## config.mk

```make
export PLATFORM = sky130hd
export DESIGN_NAME = imm_gen_pipe
export DESIGN_NICKNAME = d
export VERILOG_FILES = /design/src/rtl/imm_gen_pkg.sv /design/src/rtl/imm_gen_pipe_decode.sv /design/src/rtl/imm_gen_pipe.sv
export SDC_FILE = /design/constraint.sdc
export NUM_CORES = 1
export LEC_CHECK = 0
export BUFFER_PORTS_ARGS = -buffer_cell sky130_fd_sc_hd__buf_2
export CAP_MARGIN = 20
export CORE_ASPECT_RATIO = 1.75
export CORE_MARGIN = 5
export CORE_UTILIZATION = 60
export CTS_BUF_LIST = sky130_fd_sc_hd__clkbuf_8
export DETAILED_ROUTE_END_ITERATION = 10
export PLACE_DENSITY = 0.94
export SLEW_MARGIN = 20
export SYNTH_ARGS = -nofsm -noshare
export SYNTH_HDL_FRONTEND = slang
export SYNTH_HIERARCHICAL = 1
export SYNTH_SLANG_ARGS = --single-unit
```

## constraint.sdc

```tcl
create_clock -name clk -period 3.1 [get_ports clk]
set_clock_uncertainty 0.1 [all_clocks]
set_input_delay 0.155 -clock clk [delete_from_list [all_inputs] [get_ports clk]]
set_output_delay 0.155 -clock clk [all_outputs]
set_load 0.02 [all_outputs]
```

## src/rtl/imm_gen_pkg.sv

```systemverilog
// Shared opcode constants and immediate-format encoding for the immediate generator.
package imm_gen_pkg;

  localparam logic [6:0] OPC_LUI      = 7'b0110111;
  localparam logic [6:0] OPC_AUIPC    = 7'b0010111;
  localparam logic [6:0] OPC_JAL      = 7'b1101111;
  localparam logic [6:0] OPC_JALR     = 7'b1100111;
  localparam logic [6:0] OPC_BRANCH   = 7'b1100011;
  localparam logic [6:0] OPC_LOAD     = 7'b0000011;
  localparam logic [6:0] OPC_STORE    = 7'b0100011;
  localparam logic [6:0] OPC_OP_IMM   = 7'b0010011;
  localparam logic [6:0] OPC_OP_IMM32 = 7'b0011011;
  localparam logic [6:0] OPC_SYSTEM   = 7'b1110011;

  typedef enum logic [2:0] {
    IMM_NONE = 3'd0,
    IMM_I    = 3'd1,
    IMM_S    = 3'd2,
    IMM_B    = 3'd3,
    IMM_U    = 3'd4,
    IMM_J    = 3'd5,
    IMM_Z    = 3'd6
  } imm_type_e;

endpackage

```

## src/rtl/imm_gen_pipe_decode.sv

```systemverilog
// Combinational immediate extraction and format classification for one instruction word.
module imm_decode
  import imm_gen_pkg::*;
#(
  parameter int XLEN = 32
) (
  input  logic [31:0]     instr,
  output logic [XLEN-1:0] imm,
  output imm_type_e       imm_type
);

  logic [31:0] imm32;

  always_comb begin
    imm32    = '0;
    imm_type = IMM_NONE;
    case (instr[6:0])
      OPC_LUI, OPC_AUIPC: begin
        imm32    = {instr[31:12], 12'b0};
        imm_type = IMM_U;
      end
      OPC_JAL: begin
        imm32    = {{11{instr[31]}}, instr[31], instr[19:12], instr[20], instr[30:21], 1'b0};
        imm_type = IMM_J;
      end
      OPC_JALR, OPC_LOAD, OPC_OP_IMM: begin
        imm32    = {{20{instr[31]}}, instr[31:20]};
        imm_type = IMM_I;
      end
      OPC_OP_IMM32: begin
        if (XLEN == 64) begin
          imm32    = {{20{instr[31]}}, instr[31:20]};
          imm_type = IMM_I;
        end
      end
      OPC_STORE: begin
        imm32    = {{20{instr[31]}}, instr[31:25], instr[11:7]};
        imm_type = IMM_S;
      end
      OPC_BRANCH: begin
        imm32    = {{19{instr[31]}}, instr[31], instr[7], instr[30:25], instr[11:8], 1'b0};
        imm_type = IMM_B;
      end
      OPC_SYSTEM: begin
        if (instr[14]) begin
          imm32    = {27'b0, instr[19:15]};
          imm_type = IMM_Z;
        end
      end
      default: begin
        imm32    = '0;
        imm_type = IMM_NONE;
      end
    endcase
  end

  // zimm has bit 31 clear, so a uniform sign extension also zero-extends it
  assign imm = XLEN'(signed'(imm32));

endmodule

```

## src/rtl/imm_gen_pipe.sv

```systemverilog
// Registered immediate generator: decode on input, output register plus one skid entry.
module imm_gen_pipe
  import imm_gen_pkg::*;
#(
  parameter int XLEN  = 32,
  parameter int TAG_W = 32
) (
  input  logic             clk,
  input  logic             rst_n,
  input  logic             flush,
  input  logic             in_valid,
  output logic             in_ready,
  input  logic [31:0]      in_instr,
  input  logic [TAG_W-1:0] in_tag,
  output logic             out_valid,
  input  logic             out_ready,
  output logic [XLEN-1:0]  out_imm,
  output imm_type_e        out_type,
  output logic [TAG_W-1:0] out_tag
);

  if (XLEN != 32 && XLEN != 64) begin : g_bad_xlen
    $error("imm_gen_pipe: XLEN must be 32 or 64");
  end

  logic [XLEN-1:0]  dec_imm;
  imm_type_e        dec_type;

  logic             skid_valid;
  logic [XLEN-1:0]  skid_imm;
  imm_type_e        skid_type;
  logic [TAG_W-1:0] skid_tag;

  logic accept;
  logic out_free;

  imm_decode #(.XLEN(XLEN)) u_decode (
    .instr    (in_instr),
    .imm      (dec_imm),
    .imm_type (dec_type)
  );

  // in_ready is a pure flop output: no path from out_ready
  assign in_ready = ~skid_valid;
  assign accept   = in_valid & in_ready;
  assign out_free = ~out_valid | out_ready;

  always_ff @(posedge clk or negedge rst_n) begin
    if (!rst_n) begin
      out_valid  <= 1'b0;
      out_imm    <= '0;
      out_type   <= IMM_NONE;
      out_tag    <= '0;
      skid_valid <= 1'b0;
      skid_imm   <= '0;
      skid_type  <= IMM_NONE;
      skid_tag   <= '0;
    end else if (flush) begin
      out_valid  <= 1'b0;
      skid_valid <= 1'b0;
    end else if (out_free) begin
      if (skid_valid) begin
        // skid is older than anything on the input; in_ready is low so nothing is accepted
        out_valid  <= 1'b1;
        out_imm    <= skid_imm;
        out_type   <= skid_type;
        out_tag    <= skid_tag;
        skid_valid <= 1'b0;
      end else if (accept) begin
        out_valid <= 1'b1;
        out_imm   <= dec_imm;
        out_type  <= dec_type;
        out_tag   <= in_tag;
      end else begin
        out_valid <= 1'b0;
      end
    end else if (accept) begin
      skid_valid <= 1'b1;
      skid_imm   <= dec_imm;
      skid_type  <= dec_type;
      skid_tag   <= in_tag;
    end
  end

endmodule

```

### After elaboration in Yosys (flattened, before gate mapping)

Cells that the tools add are included.

| storage, ports and cells | value |
|---|---|
| register bits after elaboration | 136 |
| input bits | 69 |

| cells by class | value |
|---|---|
| equality and inequality tests | 9 |
| muxes and demuxes | 17 |
| reductions and logical operators | 7 |
| bitwise gates (word level) | 6 |

Operators by type and width:

| kind | count |
|---|---|
| case mux 32 bit (6 select lines) | 1 |
| 2-to-1 mux 32 bit | 4 |
| == test 7 bit, second input constant | 4 |
| case mux 3 bit (6 select lines) | 1 |
| == test 7 x 5 -> 1 bit, second input constant | 2 |
| == test 7 x 6 -> 1 bit, second input constant | 2 |
| 2-to-1 mux 3 bit | 3 |
| == test 7 x 2 -> 1 bit, second input constant | 1 |
| 2-to-1 mux 1 bit | 7 |
| AND reduction 3 bit | 2 |
| 2-to-1 mux 5 bit | 1 |
| NOT 1 bit | 4 |
| nonzero test 2 bit | 2 |
| nonzero test 3 bit | 1 |
| OR reduction 3 bit | 1 |
| OR reduction 2 bit | 1 |
| bitwise AND 1 bit | 1 |
| OR 1 bit | 1 |

### Depth between registers and ports, before layout

Gate-level depths: netlist of the first run.

| depth | value |
|---|---|
| depth after elaboration | 6 |
| mapped depth | 8 |
| mapped depth without buffers | 6 |

### By module

Netlist of the first run, hierarchy kept.

Modules (own cells, without submodules):

| module | cells each | times used | area an instance (um^2) |
|---|---|---|---|
| imm_gen_pipe | 368 | 1 | 6030.8 |
| imm_decode | 71 | 1 | 544.3 |

### Worst setup path after synthesis of the first run

OpenSTA, ideal clock, no wires.

| path | value |
|---|---|
| path kind | input to register |
| start | input in_instr[6] |
| end | register out_type[2] |
| library setup time | 125 ps |
| arrival time | 1609 ps |
| buffers on the path | 2 |
| slack | 1266 ps |
| stages | 8 |
| cell sequence | buf_2 nand2_1 nor2_1 a21o_1 buf_2 or2_2 mux2_2 mux2_2 |

| on the way | value |
|---|---|
| cells in the longest elaborated chain, start to end | 5 |
| elaborated cells between the ends (all ways) | 14 |
| those cells by class | eq/ne (9); mux (3); reduce/logical (2) |

Ends and longest elaborated chain:

| what | line | source |
|---|---|---|
| start: declaration | imm_gen_pipe.sv:13 | `input logic [31:0] in_instr,` |
| == test 7 bit, or another cell as far along | imm_gen_pipe_decode.sv:17 | `case (instr[6:0])` |
| OR reduction 3 bit / OR reduction 2 bit (equally long branches) | imm_gen_pipe_decode.sv:17 |  |
| case mux 3 bit (6 select lines) (*) | imm_gen_pipe_decode.sv:17 |  |
| named net dec_type[2] | imm_gen_pipe.sv:27 | `imm_type_e dec_type;` |
| 2-to-1 mux 3 bit (*) | imm_gen_pipe.sv:69 | `end else if (accept) begin` |
| 2-to-1 mux 3 bit (*) | imm_gen_pipe.sv:62 | `if (skid_valid) begin` |
| end signal: assignment | imm_gen_pipe.sv:66 | `out_type <= skid_type;` |
| end signal: assignment | imm_gen_pipe.sv:72 | `out_type <= dec_type;` |
| end: declaration | imm_gen_pipe.sv:18 | `output imm_type_e out_type,` |

Mark *: on every way through the listed nets, which the timed path passes. The rest lies on a longest branch. The select of a mux whose other input is x is not followed.
A chain may end at the register's enable or synchronous reset.

### Final worst setup path of the first run

| path | value |
|---|---|
| start | register skid_valid |
| end | register out_tag[24] |

| on the way | value |
|---|---|
| cells in the longest elaborated chain, start to end | 4 |
| elaborated cells between the ends (all ways) | 5 |
| those cells by class | mux (1); bitwise (2); reduce/logical (2) |

Ends and longest elaborated chain:

| what | line | source |
|---|---|---|
| start: declaration | imm_gen_pipe.sv:29 | `logic skid_valid;` |
| start signal: assignment | imm_gen_pipe.sv:54 | `skid_valid <= 1'b0;` |
| start signal: assignment | imm_gen_pipe.sv:60 | `skid_valid <= 1'b0;` |
| start signal: assignment | imm_gen_pipe.sv:68 | `skid_valid <= 1'b0;` |
| NOT 1 bit | imm_gen_pipe.sv:44 | `assign in_ready = ~skid_valid;` |
| bitwise AND 1 bit | imm_gen_pipe.sv:45 | `assign accept = in_valid & in_ready;` |
| nonzero test 2 bit (no line) | - |  |
| AND reduction 3 bit (no line) | - |  |
| end signal: assignment | imm_gen_pipe.sv:67 | `out_tag <= skid_tag;` |
| end signal: assignment | imm_gen_pipe.sv:73 | `out_tag <= in_tag;` |
| end: declaration | imm_gen_pipe.sv:19 | `output logic [TAG_W-1:0] out_tag` |

Parallel ways exist; a longest one is shown, timed or not.

==> results of run 1 <==
layer usage:
| metal | GRT usage, % | wire length [um] | vias up |
|---|---|---|---|
| met5 | 0 | 0 | - |
| met4 | 12.2 | 553 | 0 |
| met3 | 6.10 | 829 | 43 |
| met2 | 42.7 | 8410 | 140 |
| met1 | 27.3 | 5540 | 2235 |
| li1 | - | - | 1967 |
cell type report:
cell class                 instances  area (um^2)
sequential                       136         3400
multi-input combinational        271         2950
fill                             632         2430
timing repair buffer             190         1230
clock buffer                      22          303
clock inverter                    10          189
tap                              130          163
inverter                           6         22.5
antenna                            2         5.00
what timing repair did:
item / CTS / global route
hold buffers: 46 / 0
hold endpoints to repair: 146 / 0
buffers inserted: 0 / 0
gates resized for setup: 0 / 0
worst min path at each step:
| stage | endpoint | cells after the start | from | slack [ns] |
|---|---|---|---|---|
| 2_1_floorplan | out_imm[0] | 0 | rst_n | -0.24 |
| 3_3_place_gp | out_tag[10] | 1 | rst_n | 0.11 |
| 3_5_place_dp | skid_tag[10] | 1 | rst_n | 0.13 |
| 4_1_cts | skid_imm[19] | 3 | in_instr[19] | 0.0008 |
| 5_1_grt | skid_imm[30] | 3 | in_instr[30] | 0.01 |
| 6_report | skid_imm[0] | 4 | in_instr[15] | 0.04 |
placed cells by master, fill, tap and decap left out, drive strengths merged, types with 2 or more instances in the layout:
cell         synthesis  final
inv                  6      6
mux2               203    203
nand2                6      6
a222oi               4      4
bufinv               0      5
a21o                20     20
clkinv               0      4
dlygate4sd3          0     46
nor2                 5      5
diode                0      2
nor3                 7      7
or2                  3      3
dfrtp              136    136
clkbuf               0     23
o21a                 2      2
and2                 7      7
buf                 26    143
synth_stat cells (2+ instances only):
master and count:
a21o_1 20, a222oi_1 4, and2_1 6, buf_2 13, buf_6 12, dfrtp_1 136, inv_1 6, mux2_1 11
mux2_2 161, mux2_4 31, nand2_1 6, nor2_1 4, nor3_1 5, o21a_1 2, or2_2 3
registers in the layout, indices dropped and copies added (netlist names):
signal and count:
out_type 3, out_tag 32, skid_type 3, out_imm 32
out_valid 1, skid_tag 32, skid_imm 32, skid_valid 1
through the flow:
stage          instance area [um^2]  setup WS, ns  hold WS (ns)  util [%]
6_report                       8270         0.944        0.0380      77.3
5_1_grt                        8270         0.823        0.0138      77.3
4_1_cts                        8250         0.926      0.000801      77.1
3_5_place_dp                   7300         0.804         0.132      68.2
3_3_place_gp                   7300         0.933         0.115      68.2
2_1_floorplan                  6580          1.27        -0.241         -
cell families after synthesis:
logic type | after synthesis
multiplexers | 203
flip-flops | 136
AND/OR/NAND/NOR | 35
AO/OA/AOI/OAI | 33
buffers and inverters | 32
power by group:
| part | internal (W) | leakage [nW] | total, W | switching [W] |
|---|---|---|---|---|
| Clock | 0.00107 | 0.245 | 0.00174 | 0.000667 |
| Combinational | 0.000367 | 2.30 | 0.000737 | 0.000371 |
| Sequential | 0.00199 | 1.76 | 0.00210 | 0.000111 |
worst max-delay path, delay by kind of cell, from the launching register on:
family                 cells  cell delay [ns]
muxes                      1             0.41
DFF                        1             0.37
buffers and inverters      2             0.90
and+or+nand+nor            2             0.23
==> flow_summary.yaml, run 1 <==
synth:
  synthAdderAreaFrac_pct: 0
  synth.area.mux_share_pct: 36.5
  synthesis.area_mm2: 0.00658
  yosysTopAreaCell: "dfrtp_1"
  synthFlopType: "dfrtp_1"
  synth_seq_cells: 136
  synth.distinct_cells: 34
  synth_edf_count: 0
  synth_compound_area_share_pct: 4.21
  syn-instance-count: 439
  synth_top_family_by_area: "multiplexers"
  synth_xor_area_share_pct: 0
  ys_seq_area_share_pct: 51.8
  synthArstFlopShare_pct: 100
  syn_nets: 508
  netlist.area_leader.share_pct: 51.8
  synth.avg_cell_area_um2: 15.0
  synthSimpleGateAreaFrac_pct: 4.00
  synth_area_leaders: "dfrtp_1 (52%), mux2_2 (28%), mux2_4 (7.1%)"
  yosys_warnings: 6
timing:
  fin_crit_ns: 2.16
  maxSlewHeadroom_pct: 50.6
  hold_violations: 0
  finalSetupViolCount: 0
  rsz0062_at_grt: "false"
  setup_tns_ns: 0
  worstMarginPinSlew_ns: 0.736
  max_freq_mhz: 464
  maxSlewViolCount: 0
  finalCritPeriodShare_pct: 69.5
global_routing:
  grt_pass1_vias: 4912
  grt_max_degree: 79
  grt_remaining_overflow: 0
  grt_pass1_wl_um: 25000
  antenna_found_initial: 2
  grt_usage_pct: 24.6
placement:
  placedCellCount: 686
  io_buffer_count: 137
  dp_hpwl_um: 10200
  gp_congestion: 0.851
drt:
  viasPerCell: 5.72
  drc: 0
  firstDrtPassIters: 5
  wire_per_inst_um: 20.0
  ant_nets: 0
  drt_iter0_drc: 200
  finalWirelength_um: 15300
  via_count: 4385
layout:
  instances_no_fill: 767
  syn_to_final_growth_pct: 25.7
  drive_gt1_share_pct: 60.3
  final_nets: 691
floorplan:
  die_area_mm2: 0.0132
  start_util_pct: 61.5
  dieWidth_um: 89.1
  top_level_ports: 138
  dieHeight_um: 148
  coreArea_mm2: 0.0107
  fp-row-count: 50
cts:
  htreeDepth: 4
  cts_tree: "built"
  cts_buffers: 17
  cts-root-buf: "clkbuf_8"
  clkTransAtPathRegs_ns: 0.08
  clock_latency_ns: 0.42
  cts_sinks: 136
  cts_buffer_depth: 2
power_and_ir_drop:
  ir_drop_v: 0.000592
  finalPower_w: 0.00458
  cellPowerDensity_mw_per_mm2: 554
  total_leakage_power_nw: 4.31
run_status:
  status: "completed"
setup_path:
  crit_path_max_incr_delay_ns: 0.49
  cp-start-kind: "flop"
  r2r_slack_ns: 0.94
  worstSetupStartpoint: "skid_valid"
  cp-end-kind: "flop"
  cp_max_fo: 40
  crit_chain: "buf_4 > nor2_4 > nor3_4 > buf_4 > mux2_1"
  crit_path_end: "out_tag[24]"
  required_ns: 3.29
  critPathArrivalTime_ns: 2.35
  crit_top_cell: "buf_4"
  timing.rr.end: "out_tag[24]"
  worstRegToRegCells: 5
  critical_path_class: "flop to flop"
  slowest_stage: "buf_4"
  reg2reg_from: "skid_valid"
run:
  maxCapViolCount: 0
worst_hold_path:
  min_path_type: "primary input to flop"
No activity file was read; power rests on OpenSTA's default activity.
==> run 2, diff against run 1 <==
--- a/config.mk
+++ b/config.mk
@@ -9,10 +9,10 @@
 export CAP_MARGIN = 20
 export CORE_ASPECT_RATIO = 1.75
 export CORE_MARGIN = 5
-export CORE_UTILIZATION = 60
+export CORE_UTILIZATION = 57
 export CTS_BUF_LIST = sky130_fd_sc_hd__clkbuf_8
 export DETAILED_ROUTE_END_ITERATION = 10
-export PLACE_DENSITY = 0.94
+export PLACE_DENSITY = 0.91
 export SLEW_MARGIN = 20
 export SYNTH_ARGS = -nofsm -noshare
 export SYNTH_HDL_FRONTEND = slang
==> constraint.sdc (replaced) <==
create_clock -name clk -period 2.15 [get_ports clk]
set_clock_uncertainty 0.1 [all_clocks]
set_input_delay 0.1075 -clock clk [delete_from_list [all_inputs] [get_ports clk]]
set_output_delay 0.1075 -clock clk [all_outputs]
set_load 0.02 [all_outputs]
==> flow_summary.yaml, run 2 (same netlist as run 1, synthesis figures left out) <==
run:
  maxCapViolCount: 0
setup_path:
  slowest_stage: "dlygate4sd3_1"
  crit_path_max_incr_delay_ns: 0.61
  cp-end-kind: "flop"
  critPathArrivalTime_ns: 2.33
  r2r_slack_ns: 0.35
  reg2reg_from: "out_valid"
  cp_max_fo: 2
  crit_chain: "dlygate4sd3_1 > buf_2 > a222oi_1 > dlygate4sd3_1 > inv_1 > mux2_2 > mux2_2"
  cpLargestDelayFamily: "buffers and inverters"
  required_ns: 2.36
  path_buf_inv: 4
  critical_path_class: "primary input to flop"
  cp-start-kind: "primary input"
  timing.rr.end: "out_tag[8]"
  worstRegToRegCells: 4
worst_hold_path:
  min_path_type: "primary input to flop"
  holdPathEnd: "skid_imm[31]"
  min_from: "in_instr[31]"
  hold_depth: 3
drt:
  via_count: 4457
  viasPerCell: 5.62
  drt_iter0_drc: 205
  firstDrtPassIters: 5
  drc: 0
  ant_nets: 0
  finalWirelength_um: 15600
  wire_per_inst_um: 19.7
floorplan:
  coreArea_mm2: 0.0115
  dieWidth_um: 91.2
  dieHeight_um: 152
  die_area_mm2: 0.0139
  fp-row-count: 52
  top_level_ports: 138
  start_util_pct: 57.4
global_routing:
  grt_max_degree: 68
  grtUsageMet1_pct: 26.1
  antenna_found_initial: 0
  use_met2_pct: 41.1
  grt_pass1_vias: 4992
  met3_usage_pct: 5.64
  grt_remaining_overflow: 0
  busiest_layer: "met2"
  grt_pass1_wl_um: 25800
  grt_usage_pct: 23.1
layout:
  layout_commonest_cell: "mux2_2"
  syn_to_final_growth_pct: 28.0
  n_antenna_cell: 0
  drive_gt1_share_pct: 59.3
  final_util_pct: 73.5
  stdcell_area_mm2: 0.00841
  final_cell_mix: "mux2_2 (161), buf_2 (137), dfrtp_1 (135), dlygate4sd3_1 (61), mux2_4 (31)"
  final_nets: 715
power_and_ir_drop:
  total_leakage_power_nw: 4.37
  pwr-share-seq_pct: 48.8
  switching_share_pct: 27.0
  finalPower_w: 0.00623
  cellPowerDensity_mw_per_mm2: 740
  pwr-share-comb_pct: 17.7
  ir_drop_v: 0.000659
  p_int_w: 0.00455
  p_clk_share_pct: 33.5
  switchingPower_w: 0.00168
cts:
  clock_latency_ns: 0.42
  cts_sinks: 136
  cts_tree: "built"
  cts_buffer_depth: 2
  cts_buffers: 17
  cts-root-buf: "clkbuf_8"
  htreeDepth: 4
  clkTransAtPathRegs_ns: 0.08
timing:
  maxSlewHeadroom_pct: 58.2
  finalCritPeriodShare_pct: 98.4
  rsz0062_at_grt: "false"
  maxSlewViolCount: 0
  hold_violations: 0
  fin_crit_ns: 2.12
  worstMarginPinSlew_ns: 0.627
  worst_hold_slack_ns: 0.0674
  setup_tns_ns: 0
  max_freq_mhz: 473
  finalSetupViolCount: 0
placement:
  io_buffer_count: 137
  dp_hpwl_um: 10100
  dpl_cell_area_mm2: 0.00740
  gp_congestion: 0.817
run_status:
  status: "completed"
run 2: cell count changes in the layout (fill, tap and decap cells not counted), sizes merged, moves of 3 or more:
cell	change
clkinvlp	+4
bufinv	-3
clkbuf	-3
dlygate4sd3	+15
buf	+10
run 2: routing by layer:
metal,vias to the layer above,part of all wire [%]
met3,34,5.3
met1,2274,37
li1,2001,-
met2,148,55
met5,-,0
met4,0,2.9
run 2: worst register-to-register path: stages (launching register included):
cell	delay [ns]
dfrtp_1	0.40
nor2b_2	0.20
nor3_4	0.22
buf_4	0.38
mux2_2	0.40
run 2: power groups by stage:
| stage | Sequential, W | Clock (W) | Combinational [W] |
|---|---|---|---|
| after global routing | 0.00307 | 0.00225 | 0.00119 |
| after CTS | 0.00303 | 0.00214 | 0.00110 |
| final | 0.00304 | 0.00209 | 0.00110 |
| after floorplan | 0.00321 | 0 | 0.000462 |
| after detailed placement | 0.00307 | 0 | 0.00101 |
| after global placement | 0.00305 | 0 | 0.000964 |
run 2: stage by stage:
stage	instances	setup slack, ns
finish	793	0.0342
global route	793	0.0194
CTS	793	0.187
detailed placement	701	0.173
global placement	700	0.0102
floorplan	439	0.364
run 2: how the worst max path moves through the flow:
stage                 startpoint     endpoint  slack, ns  depth (start not counted)
floorplan            in_instr[6]  out_type[2]       0.36                          8
global placement     in_instr[3]  out_imm[13]       0.01                          6
detailed placement   in_instr[6]  out_type[2]       0.17                          8
CTS                  in_instr[3]   out_imm[3]       0.19                          9
global route         in_instr[3]   out_imm[3]       0.02                          9
finish              in_instr[18]   out_imm[3]       0.03                          7
run 2: repair_timing:
action | 4_1_cts | 5_1_grt
hold buffers | 61 | 0
setup buffers | 0 | 0
endpoints found under the setup margin | 0 | 0
endpoints found under the hold margin | 161 | 0
resized for setup | 0 | 0
run 2: cell type report:
class,instances,area [um^2]
clock buffer,20,275
clock inverter,11,124
fill,688,3040
inverter,6,22.5
multi-input combinational,271,2950
sequential,136,3400
tap,135,169
timing repair buffer,214,1470
